<file path="config.mk">
export PLATFORM = sky130hd
export DESIGN_NAME = vtg_deserializer
export DESIGN_NICKNAME = d
export VERILOG_FILES = /design/src/rtl/vtg_pkg.sv /design/src/rtl/vtg_register.sv /design/src/rtl/vtg_deserializer.sv
export SDC_FILE = /design/constraint.sdc
export NUM_CORES = 1
export LEC_CHECK = 0
export BUFFER_PORTS_ARGS = -buffer_cell sky130_fd_sc_hd__buf_2
export CORE_AREA = 2 2 50 52
export DETAILED_ROUTE_END_ITERATION = 10
export DIE_AREA = 0 0 52 54
export GPL_TIMING_DRIVEN = 0
export SLEW_MARGIN = 20
export SYNTH_ARGS = -nofsm -noshare
export SYNTH_HDL_FRONTEND = slang
export SYNTH_HIERARCHICAL = 1
export SYNTH_SLANG_ARGS = --single-unit
</file>
<file path="constraint.sdc">
create_clock -name clk -period 1.8 [get_ports clk]
set_input_delay 0.18 -clock clk [delete_from_list [all_inputs] [get_ports clk]]
set_output_delay 0.18 -clock clk [all_outputs]
set_load 0.03 [all_outputs]
</file>
<file path="src/rtl/vtg_pkg.sv">
// Shared definitions for the vtg serial front end: FSM state encodings and a
// constant-foldable ceil(log2) used to size bit counters.
package vtg_pkg;

    localparam logic [1:0] ST_IDLE   = 2'd0;
    localparam logic [1:0] ST_SHIFT  = 2'd1;
    localparam logic [1:0] ST_PARITY = 2'd2;

    // Smallest number of bits able to index 'value' distinct codes.
    function automatic int clog2(input int value);
        int result;
        result = 0;
        for (int i = 0; i < 32; i++) begin
            if ((64'sd1 <<< i) < 64'(value)) begin
                result = i + 1;
            end else begin
                result = result;
            end
        end
        return result;
    endfunction

endpackage

</file>
<file path="src/rtl/vtg_register.sv">
// Holding register with write enable and synchronous reset to a fixed value.
module vtg_register #(
    parameter int              SIZE    = 4,
    parameter logic [SIZE-1:0] RST_VAL = {SIZE{1'b0}}
) (
    input  logic            clk,
    input  logic            rst,
    input  logic            we,
    input  logic [SIZE-1:0] datain,
    output logic [SIZE-1:0] dataout
);

    logic [SIZE-1:0] data_d;
    logic [SIZE-1:0] data_q;

    // Load new data only when write enable is asserted.
    always_comb begin
        if (we) begin
            data_d = datain;
        end else begin
            data_d = data_q;
        end
    end

    // Storage flop with synchronous reset.
    always_ff @(posedge clk) begin
        if (rst) begin
            data_q <= RST_VAL;
        end else begin
            data_q <= data_d;
        end
    end

    assign dataout = data_q;

endmodule

</file>
<file path="src/rtl/vtg_deserializer.sv">
// Serial-to-parallel front stage: frames a SIZE-bit word from a qualified
// 1-bit stream, optionally checks even parity, and writes only good words
// into the holding register.
module vtg_deserializer
    import vtg_pkg::*;
#(
    parameter int SIZE      = 4,
    parameter int MSB_FIRST = 1,
    parameter int PARITY_EN = 0
) (
    input  logic            clk,
    input  logic            rst,
    input  logic            sin_valid,
    input  logic            sin_start,
    input  logic            sin_bit,
    output logic [SIZE-1:0] word_out,
    output logic            word_we,
    output logic            busy,
    output logic            par_err,
    output logic            frame_err
);

    localparam int            CW         = clog2(SIZE + 1);
    localparam bit            START_DONE = (SIZE == 1) && (PARITY_EN == 0);
    localparam logic [1:0]    START_ST   = (SIZE == 1) ? ((PARITY_EN != 0) ? ST_PARITY : ST_IDLE)
                                                       : ST_SHIFT;
    localparam logic [CW-1:0] START_CNT  = START_DONE ? {CW{1'b0}} : CW'(1);
    localparam logic [CW-1:0] CNT_LAST   = CW'(SIZE - 1);

    logic [1:0]      state_d,     state_q;
    logic [CW-1:0]   cnt_d,       cnt_q;
    logic [SIZE-1:0] shift_d,     shift_q;
    logic            word_we_d,   word_we_q;
    logic            par_err_d,   par_err_q;
    logic            frame_err_d, frame_err_q;
    logic [SIZE-1:0] shift_nxt;
    logic            start_s;
    logic            complete_s;

    assign start_s = sin_valid & sin_start;

    // Shift register input: the first bit of a frame ends up at the MSB or LSB.
    if (SIZE == 1) begin : g_one
        assign shift_nxt = sin_bit;
    end else if (MSB_FIRST != 0) begin : g_msb
        assign shift_nxt = {shift_q[SIZE-2:0], sin_bit};
    end else begin : g_lsb
        assign shift_nxt = {sin_bit, shift_q[SIZE-1:1]};
    end

    // State, counter, shift register and pulse flops.
    always_ff @(posedge clk) begin
        if (rst) begin
            state_q     <= ST_IDLE;
            cnt_q       <= {CW{1'b0}};
            shift_q     <= {SIZE{1'b0}};
            word_we_q   <= 1'b0;
            par_err_q   <= 1'b0;
            frame_err_q <= 1'b0;
        end else begin
            state_q     <= state_d;
            cnt_q       <= cnt_d;
            shift_q     <= shift_d;
            word_we_q   <= word_we_d;
            par_err_q   <= par_err_d;
            frame_err_q <= frame_err_d;
        end
    end

    // Next state: a start bit always (re)opens a frame; otherwise advance per state.
    always_comb begin
        state_d = state_q;
        cnt_d   = cnt_q;
        shift_d = shift_q;
        case (state_q)
            ST_IDLE, ST_SHIFT, ST_PARITY: begin
                if (start_s) begin
                    state_d = START_ST;
                    cnt_d   = START_CNT;
                    shift_d = shift_nxt;
                end else if (sin_valid && (state_q == ST_SHIFT)) begin
                    shift_d = shift_nxt;
                    if (cnt_q == CNT_LAST) begin
                        state_d = (PARITY_EN != 0) ? ST_PARITY : ST_IDLE;
                        cnt_d   = (PARITY_EN != 0) ? (cnt_q + CW'(1)) : {CW{1'b0}};
                    end else begin
                        cnt_d   = cnt_q + CW'(1);
                    end
                end else if (sin_valid && (state_q == ST_PARITY)) begin
                    state_d = ST_IDLE;
                    cnt_d   = {CW{1'b0}};
                end else begin
                    state_d = state_q;
                end
            end
            default: begin
                state_d = ST_IDLE;
                cnt_d   = {CW{1'b0}};
            end
        endcase
    end

    // Outputs: completion strobe into the holding register and error pulses.
    always_comb begin
        complete_s  = 1'b0;
        par_err_d   = 1'b0;
        frame_err_d = 1'b0;
        case (state_q)
            ST_IDLE: begin
                if (start_s && START_DONE) begin
                    complete_s = 1'b1;
                end else begin
                    complete_s = 1'b0;
                end
            end
            ST_SHIFT: begin
                if (start_s) begin
                    frame_err_d = 1'b1;
                end else if (sin_valid && (cnt_q == CNT_LAST) && (PARITY_EN == 0)) begin
                    complete_s = 1'b1;
                end else begin
                    complete_s = 1'b0;
                end
            end
            ST_PARITY: begin
                if (start_s) begin
                    frame_err_d = 1'b1;
                end else if (sin_valid) begin
                    if (((^shift_q) ^ sin_bit) == 1'b0) begin
                        complete_s = 1'b1;
                    end else begin
                        par_err_d  = 1'b1;
                    end
                end else begin
                    complete_s = 1'b0;
                end
            end
            default: begin
                complete_s = 1'b0;
            end
        endcase
        word_we_d = complete_s;
    end

    // The register loads on the completing edge, so word_out and word_we align.
    vtg_register #(
        .SIZE    (SIZE),
        .RST_VAL ({SIZE{1'b0}})
    ) u_hold (
        .clk     (clk),
        .rst     (rst),
        .we      (complete_s),
        .datain  (shift_d),
        .dataout (word_out)
    );

    assign word_we   = word_we_q;
    assign par_err   = par_err_q;
    assign frame_err = frame_err_q;
    assign busy      = (state_q != ST_IDLE);

endmodule

</file>
# After elaboration in Yosys (flattened, before gate mapping)
# Index checks and enable logic that the tools add are counted.
# classes
add_sub_neg	1
eq_ne	5
mux	19
bitwise_logic	6
reduce_logical	16
# op_table
operator	n
two-way mux 4 bit	3
two-way mux 1 bit	9
two-way mux 3 bit	3
two-way mux 2 bit	3
OR reduction 2 bit	3
OR reduction 3 bit	2
NOT 1 bit	4
AND reduction 2 bit	2
nonzero test 2 bit	2
OR reduction 4 bit	1
parity 4 bit	1
adder 3 x 1 -> 3 bit, second input constant	1
equality test 3 x 2 -> 1 bit, second input constant	1
logical AND 1 bit	3
!= test 3 x 2 -> 1 bit, second input constant	1
nonzero test 3 bit	1
equality test 2 x 1 -> 1 bit, second input constant	1
equality test 2 bit, second input constant	1
zero test 2 bit	1
!= test 2 x 1 -> 1 bit, second input constant	1
one-hot mux 1 bit (2 select lines)	1
bitwise AND 1 bit	1
XOR 1 bit	1
# word_totals
regBits	16
in_bits	5

# Logic depth before layout (Yosys ltp)
# Gate-level depths: netlist of the first run.
# depth
word_depth	6
depth_mapped	6

# By module
# The synthesis of the first run kept the hierarchy.
# modules_own_cells
mod	n_inst	cells_per_inst	area_each_um2	seq_area_each_um2
vtg_deserializer	1	41	407.9	200.2
vtg_register	1	13	140.1	80.1

# Worst setup path after synthesis of the first run
# OpenSTA, ideal clock, no wires.
# synth_path
path_type	flip-flop to flip-flop
start	register state_q[0]
end	register u_hold.data_q[0] (netlist: u_hold/dataout[0])
arrival_ns	1.286
t_required_ns	1.685
path_slack_ns	0.400
stages_incl_launch_ff	6
period_less_slack_ns	1.400
cell_sequence	dfxtp_1 > nand3_1 > nor3_1 > clkbuf_2 > mux2i_1 > nor2_1
# synth_lines
element	line	text
start: declaration	vtg_deserializer.sv:30	logic [1:0] state_d, state_q;
start signal: assignment	vtg_deserializer.sv:61	state_q <= state_d;
equality test 2 bit / equality test 2 x 1 -> 1 bit (equally long branches)	vtg_deserializer.sv:108	case (state_q)
one-hot mux 1 bit (2 select lines) (*)	vtg_deserializer.sv:108	
named net complete_s	vtg_deserializer.sv:38	logic complete_s;
end signal: assignment	vtg_register.sv:30	data_q <= data_d;
end: declaration	vtg_register.sv:14	logic [SIZE-1:0] data_q;
# The timed path passes the listed nets; every way through them passes the cells marked *.
# A chain may end at the register's enable or synchronous reset.

# Worst setup path after layout of the first run
# layout_path
start	register cnt_q[0]
end	register u_hold.data_q[0] (netlist: u_hold/dataout[0])
# layout_between
elab_chain_len	5
# layout_rtl
element	line	text
start: declaration	vtg_deserializer.sv:31	logic [CW-1:0] cnt_d, cnt_q;
start signal: assignment	vtg_deserializer.sv:55	cnt_q <= {CW{1'b0}};
start signal: assignment	vtg_deserializer.sv:62	cnt_q <= cnt_d;
equality test 3 x 2 -> 1 bit	vtg_deserializer.sv:119	end else if (sin_valid && (cnt_q == CNT_LAST) && (PARITY_EN == 0)) begin
logical AND 1 bit	vtg_deserializer.sv:119	
two-way mux 1 bit	vtg_deserializer.sv:119	
two-way mux 1 bit	vtg_deserializer.sv:117	if (start_s) begin
one-hot mux 1 bit (2 select lines)	vtg_deserializer.sv:108	
named net complete_s	vtg_deserializer.sv:38	
# The timed path passes the listed nets, and every way through them passes these cells.

==> impl_metrics.ini, run 1 <==
[clock_network]
cts_root_buf = clkbuf_4
holdBufCountCts = 0
cts_tree = done
clock_latency_ps = 270
clk_pin_slew_ps = 80
clk_path_buf_depth = 2
postCtsSetupBuffers = 0
cts_htree_levels = 1
cts_num_sinks = 14
cts_buffers = 3
post_cts_resized = 0

[timing]
holdWs_ps = 114.6
hold_viol_final = 0
rsz0062_at_grt = no
slew_viol_final = 0
fin_setup_tns_ps = 0
fin_crit_ps = 1376
max_clock_freq_ghz = 0.7269
clock_skew_ps = 2.176
setup_slack_ps = 424.3
period_share_pct = 76.43
setup_viol = 0

[synthesis]
synthArstFlopShare_pct = 0
syn_nets = 60
synth_top_area_share_pct = 51.14
yosys.area.top_type = dfxtp_1
syn_area_per_cell_um2 = 10.15
synth.most_common_cell = dfxtp_1
synthTopCellsByArea = dfxtp_1 (51%), mux2_2 (8.2%), mux2i_1 (7.3%)
ys_ff_latch = 14
synth_edf_count = 0
synth_cell_types = 24
ys_seq_area_share_pct = 51.14
ys.flop_type = dfxtp_1
syn_inst = 54
yosysWarnings = 6
synthesis.area_um2 = 548.0

[routing]
via_per_inst = 4.091
first_iter_violations = 8
wl_um = 859
first_pass_iters = 4
detail-route-antenna-nets = 0
avgRoutedWirePerCell_um = 8.677
num_vias = 405
drc = 0

[floorplanning]
start_util_pct = 23.62
die_area_um2 = 2808
ios = 13
die_h_um = 54
dieWidth_um = 52
rows = 18
core-area_um2 = 2320

[setup_path]
worstPathArrival_ps = 1550
worstSetupPathType = reg2reg
worstPathRequired_ps = 1970
regToRegStartpoint = cnt_q[0]
ff2ff_setup_slack_ps = 420
r2r_end = u_hold/dataout[0]
startpoint_type = register
worstRegToRegCells = 6
endpoint_kind = register
path_max_fanout = 4

[global_route]
grt.total_usage_pct = 7.301
grt_max_degree = 10
grt.overflow.total = 0
grt_pass1_vias = 370
grt_pass1_wl_mm = 1.476
antenna_found_initial = 0

[cells_and_area]
final_area_um2 = 676.9
multi_input_area_um2 = 247.7
syn2layout_area_growth_pct = 23.52
regArea_um2 = 280.3
diodes = 0
fillers = 242
nets = 76
layout-drive-gt1-share_pct = 33.33
finish.utilization_pct = 29.18

[status]
status = complete, no violations

[pwr]
leakage_uw = 0.0002913
power_density_nw_per_um2 = 864.5
peakVddDrop_uv = 478.2

[placed_design]
io_buffers = 11
place_area_um2 = 640.6
globalplace.congestion = 0.7436
pre_cts_slack_ps = 438.9
hpwl_um = 658.2

[worst_hold_path]
worst_hold_startpoint = rst
worstHoldEndpoint = u_hold/dataout[2]
hold_depth = 2
min_path_type = in2reg

[flow_run]
cap_violations = 0
-- through the flow --
stage | cells | total power, uW
CTS | 99 | 593.6
global route | 99 | 614.7
detailed placement | 95 | 373.9
finish | 99 | 585.2
floorplan | 54 | 358.4
global placement | 95 | 372.9
-- worst max path at each step --
stage / startpoint / end / slack, ps
floorplan: state_q[0] / u_hold/dataout[0] / 400
global placement: cnt_q[0] / u_hold/dataout[0] / 460
finish: cnt_q[0] / u_hold/dataout[0] / 420
CTS: cnt_q[0] / u_hold/dataout[0] / 420
detailed placement: cnt_q[0] / u_hold/dataout[0] / 440
global route: cnt_q[0] / u_hold/dataout[0] / 230
-- state kept, by name, indices dropped and copies added (netlist names) --
register        cells
cnt_q               3
frame_err           1
shift_q             4
state_q             1
u_hold/dataout      4
word_we             1
-- logic make-up (layout without fill, tap and decap cells) --
logic type,Yosys count,after routing,synth area share [%]
AO/OA/AOI/OAI,7,7,7.306
multiplexers,8,8,15.52
other,1,1,0.6843
AND/OR/NAND/NOR,19,19,19.41
buffers and inverters,4,19,3.651
adder cells (fa/ha/maj),1,1,2.283
flip-flops,14,14,51.14
-- routing by layer --
metal / share of wire (%) / vias up / global-route usage, % / wire length (um)
met5: 0 / - / 0 / 0
met4: 0 / 0 / 1.316 / 0
li1: - / 217 / - / -
met1: 50 / 172 / 7.973 / 429
met3: 10 / 0 / 5.278 / 87
met2: 40 / 16 / 11.60 / 342
-- worst max-delay path, stage by stage, from the launching register on --
cell,delay [ps]
dfxtp_1,360
ha_1,180
nand3_1,120
nor3_1,150
clkbuf_2,200
mux2i_1,210
nor2_1,50
-- area by class of cell --
type                            count  area share, %
Timing Repair Buffer               11          8.133
Inverter                            1         0.5545
Buffer                              3          2.403
Multi-Input combinational cell     36          36.60
Sequential cell                    14          41.40
Tap cell                           30          5.545
Clock buffer                        4          5.360
-- placed cells by master, fill, tap and decap left out, types with 2 or more instances in the layout --
cell,synthesis,layout
a21oi_1,4,4
buf_2,0,11
nor2b_1,4,4
nor2_1,4,4
dfxtp_1,14,14
mux2_2,4,4
nand2_1,2,2
nor3b_1,2,2
clkbuf_4,0,3
mux2i_1,4,4
-- where the power goes --
| part | internal [uW] | leakage (uW) | switching [uW] |
|---|---|---|---|
| clock | 123 | 0.0000210 | 95.8 |
| sequential | 316 | 0.000114 | 5.42 |
| combinational | 18.8 | 0.000157 | 26.0 |
| total | 458 | 0.000291 | 127 |
No activity file was read; power rests on OpenSTA's default activity.
==> run 2, diff against run 1 <==
Settings changed: ABC_AREA from default to 1, CORE_AREA 2 2 50 52 to 2 2 55 57, DIE_AREA 0 0 52 54 to 0 0 57 59.
Clock period 1.8 ns to 1.4 ns, I/O delays scaled along.
==> impl_metrics.ini, run 2 <==
[flow_run]
cap_violations = 0

[synthesis]
synth_common_cells = inv_1 (18), nor2_1 (18), dfxtp_1 (14), nand2_1 (14), nand2_2 (5)
synth_edf_count = 0
synth_top_area_share_pct = 42.99
yosys.area.top_type = dfxtp_1
syn_area_per_cell_um2 = 7.408
synthesis.area_um2 = 651.9
synthArstFlopShare_pct = 0
ys_seq_area_share_pct = 42.99
syn_inst = 88
yosysWarnings = 6
ys.flop_type = dfxtp_1
syn_nets = 94
ys_ff_latch = 14
synth_cell_types = 19
synthTopCellsByArea = dfxtp_1 (43%), inv_1 (10%), nor2_1 (10%)

[timing]
clock_skew_ps = 3.134
rsz0062_at_grt = no
period_share_pct = 87.91
fin_setup_tns_ps = 0
hold_viol_final = 0
setup_viol = 0
fin_crit_ps = 1231
max_clock_freq_ghz = 0.8125
slew_viol_final = 0

[floorplanning]
rows = 19
die_h_um = 59
start_util_pct = 24.05
dieWidth_um = 57
ios = 13
die_area_um2 = 3363
core-area_um2 = 2710

[setup_path]
endpoint_kind = register
crit_chain = ha_1, nand2_1, nor3_2, buf_6, nand2_1, nand2_1, nor2_2
startpoint_type = register
path_max_fanout = 8
critical_path_buf_inv_count = 1
crit_top_cell = nand2_1
worstPathRequired_ps = 1580
ff2ff_setup_slack_ps = 170
worstSetupPathType = reg2reg
crit_slowest_cell = dfxtp_1
critPathMaxStageDelay_ps = 370
crit_family = simple AND/OR/NAND/NOR gates
worstPathArrival_ps = 1410

[placed_design]
hpwl_um = 876.1
place_area_um2 = 745.7
globalplace.congestion = 0.7329
io_buffers = 11

[status]
status = complete, no violations

[clock_network]
cts_buffers = 3
post_cts_resized = 0
clk_path_buf_depth = 2
clk_pin_slew_ps = 90
cts_num_sinks = 14
holdBufCountCts = 0
cts_htree_levels = 1
postCtsSetupBuffers = 0
cts_tree = done
cts_root_buf = clkbuf_4
clock_latency_ps = 280

[routing]
num_vias = 524
first_pass_iters = 4
drc = 0
avgRoutedWirePerCell_um = 8.433
via_per_inst = 3.910
wl_mm = 1.130
first_iter_violations = 4
detail-route-antenna-nets = 0

[pwr]
peakVddDrop_uv = 709.1
power_density_nw_per_um2 = 1051
leakage_uw = 0.0004031

[cells_and_area]
fillers = 309
diodes = 0
nets = 110
layout-drive-gt1-share_pct = 30.10
syn2layout_area_growth_pct = 19.96
final_cell_mix = inv_1 (18), nor2_1 (18), nand2_1 (14), dfxtp_1 (14), buf_2 (11)
final_area_um2 = 782.0

[global_route]
grt_pass1_wl_mm = 2.007
antenna_found_initial = 0
grt.total_usage_pct = 7.689
grt_max_degree = 9
grt.overflow.total = 0
grt_pass1_vias = 527

[worst_hold_path]
min_path_type = in2reg
## run 2: cell types whose count changed in the layout (fill, tap and decap cells not counted), moves of 2 or more
| cell | delta |
|---|---|
| o21ai_2 | +3 |
| inv_1 | +17 |
| mux2i_1 | -4 |
| nor3b_1 | -2 |
| nand2_2 | +4 |
| nor2_1 | +14 |
| mux2_2 | -4 |
| nand2_1 | +12 |
| nor2b_1 | -4 |
| a21oi_1 | -3 |
## run 2: area by class of cell
| class | count | area [um2] | area share, % |
|---|---|---|---|
| multi-input cells | 53 | 281.5 | 36.00 |
| flip-flops and latches | 14 | 280.3 | 35.84 |
| inverters | 19 | 71.32 | 9.120 |
| repair buffers | 11 | 55.05 | 7.040 |
| well taps | 31 | 38.79 | 4.960 |
| clock buffers | 4 | 36.28 | 4.640 |
| plain buffers | 2 | 18.77 | 2.400 |
## run 2: where the power goes
part	internal, uW	leakage [uW]	switching, uW
clock	158	0.0000210	133
sequential	413	0.000114	11.0
combinational	39.0	0.000268	67.7
## run 2: cells by family (layout without fill, tap and decap cells)
kind of cell / count (synthesis) / in the layout / share of synthesized area, %
buf+inv: 21 / 36 / 13.82
simple gates: 44 / 44 / 33.01
compound gates: 7 / 7 / 7.676
flops: 14 / 14 / 42.99
other cells: 1 / 1 / 0.5753
fa+ha+maj: 1 / 1 / 1.919
## run 2: final timing paths
path / from / endpoint / depth (start not counted)
max: cnt_q[0] / u_hold/dataout[1] / 7
min: sin_start / word_we / 2
max reg2reg: cnt_q[0] / u_hold/dataout[1] / 7
min reg2reg: u_hold/dataout[0] / u_hold/dataout[0] / 2
## run 2: worst reg2reg max path, stage by stage (launching register included)
cell and delay (ps):
dfxtp_1 370, ha_1 180, nand2_1 100, nor3_2 180, buf_6 160, nand2_1 50, nand2_1 60, nor2_2 30
## run 2: metrics by stage
stage | setup slack, ps | hold WS (ps) | cells | power, uW | utilization [%]
2_1_floorplan | 83.81 | 212.4 | 88 | 514.2 | -
3_3_place_gp | 174.4 | 380.6 | 130 | 537.9 | 27.52
3_5_place_dp | 184.5 | 386.3 | 130 | 541.4 | 27.52
4_1_cts | 158.9 | 91.72 | 134 | 835.1 | 28.85
5_1_grt | 64.87 | 86.14 | 134 | 873.6 | 28.85
6_report | 169.2 | 96.37 | 134 | 821.9 | 28.85
## run 2: layer usage
metal / share of wire [%] / GRT usage [%] / wire length [um]
met1: 46 / 7.692 / 517
met2: 48 / 14.29 / 537
met3: 6.6 / 4.367 / 75
met4: 0 / 0.9967 / 0
met5: 0 / 0 / 0
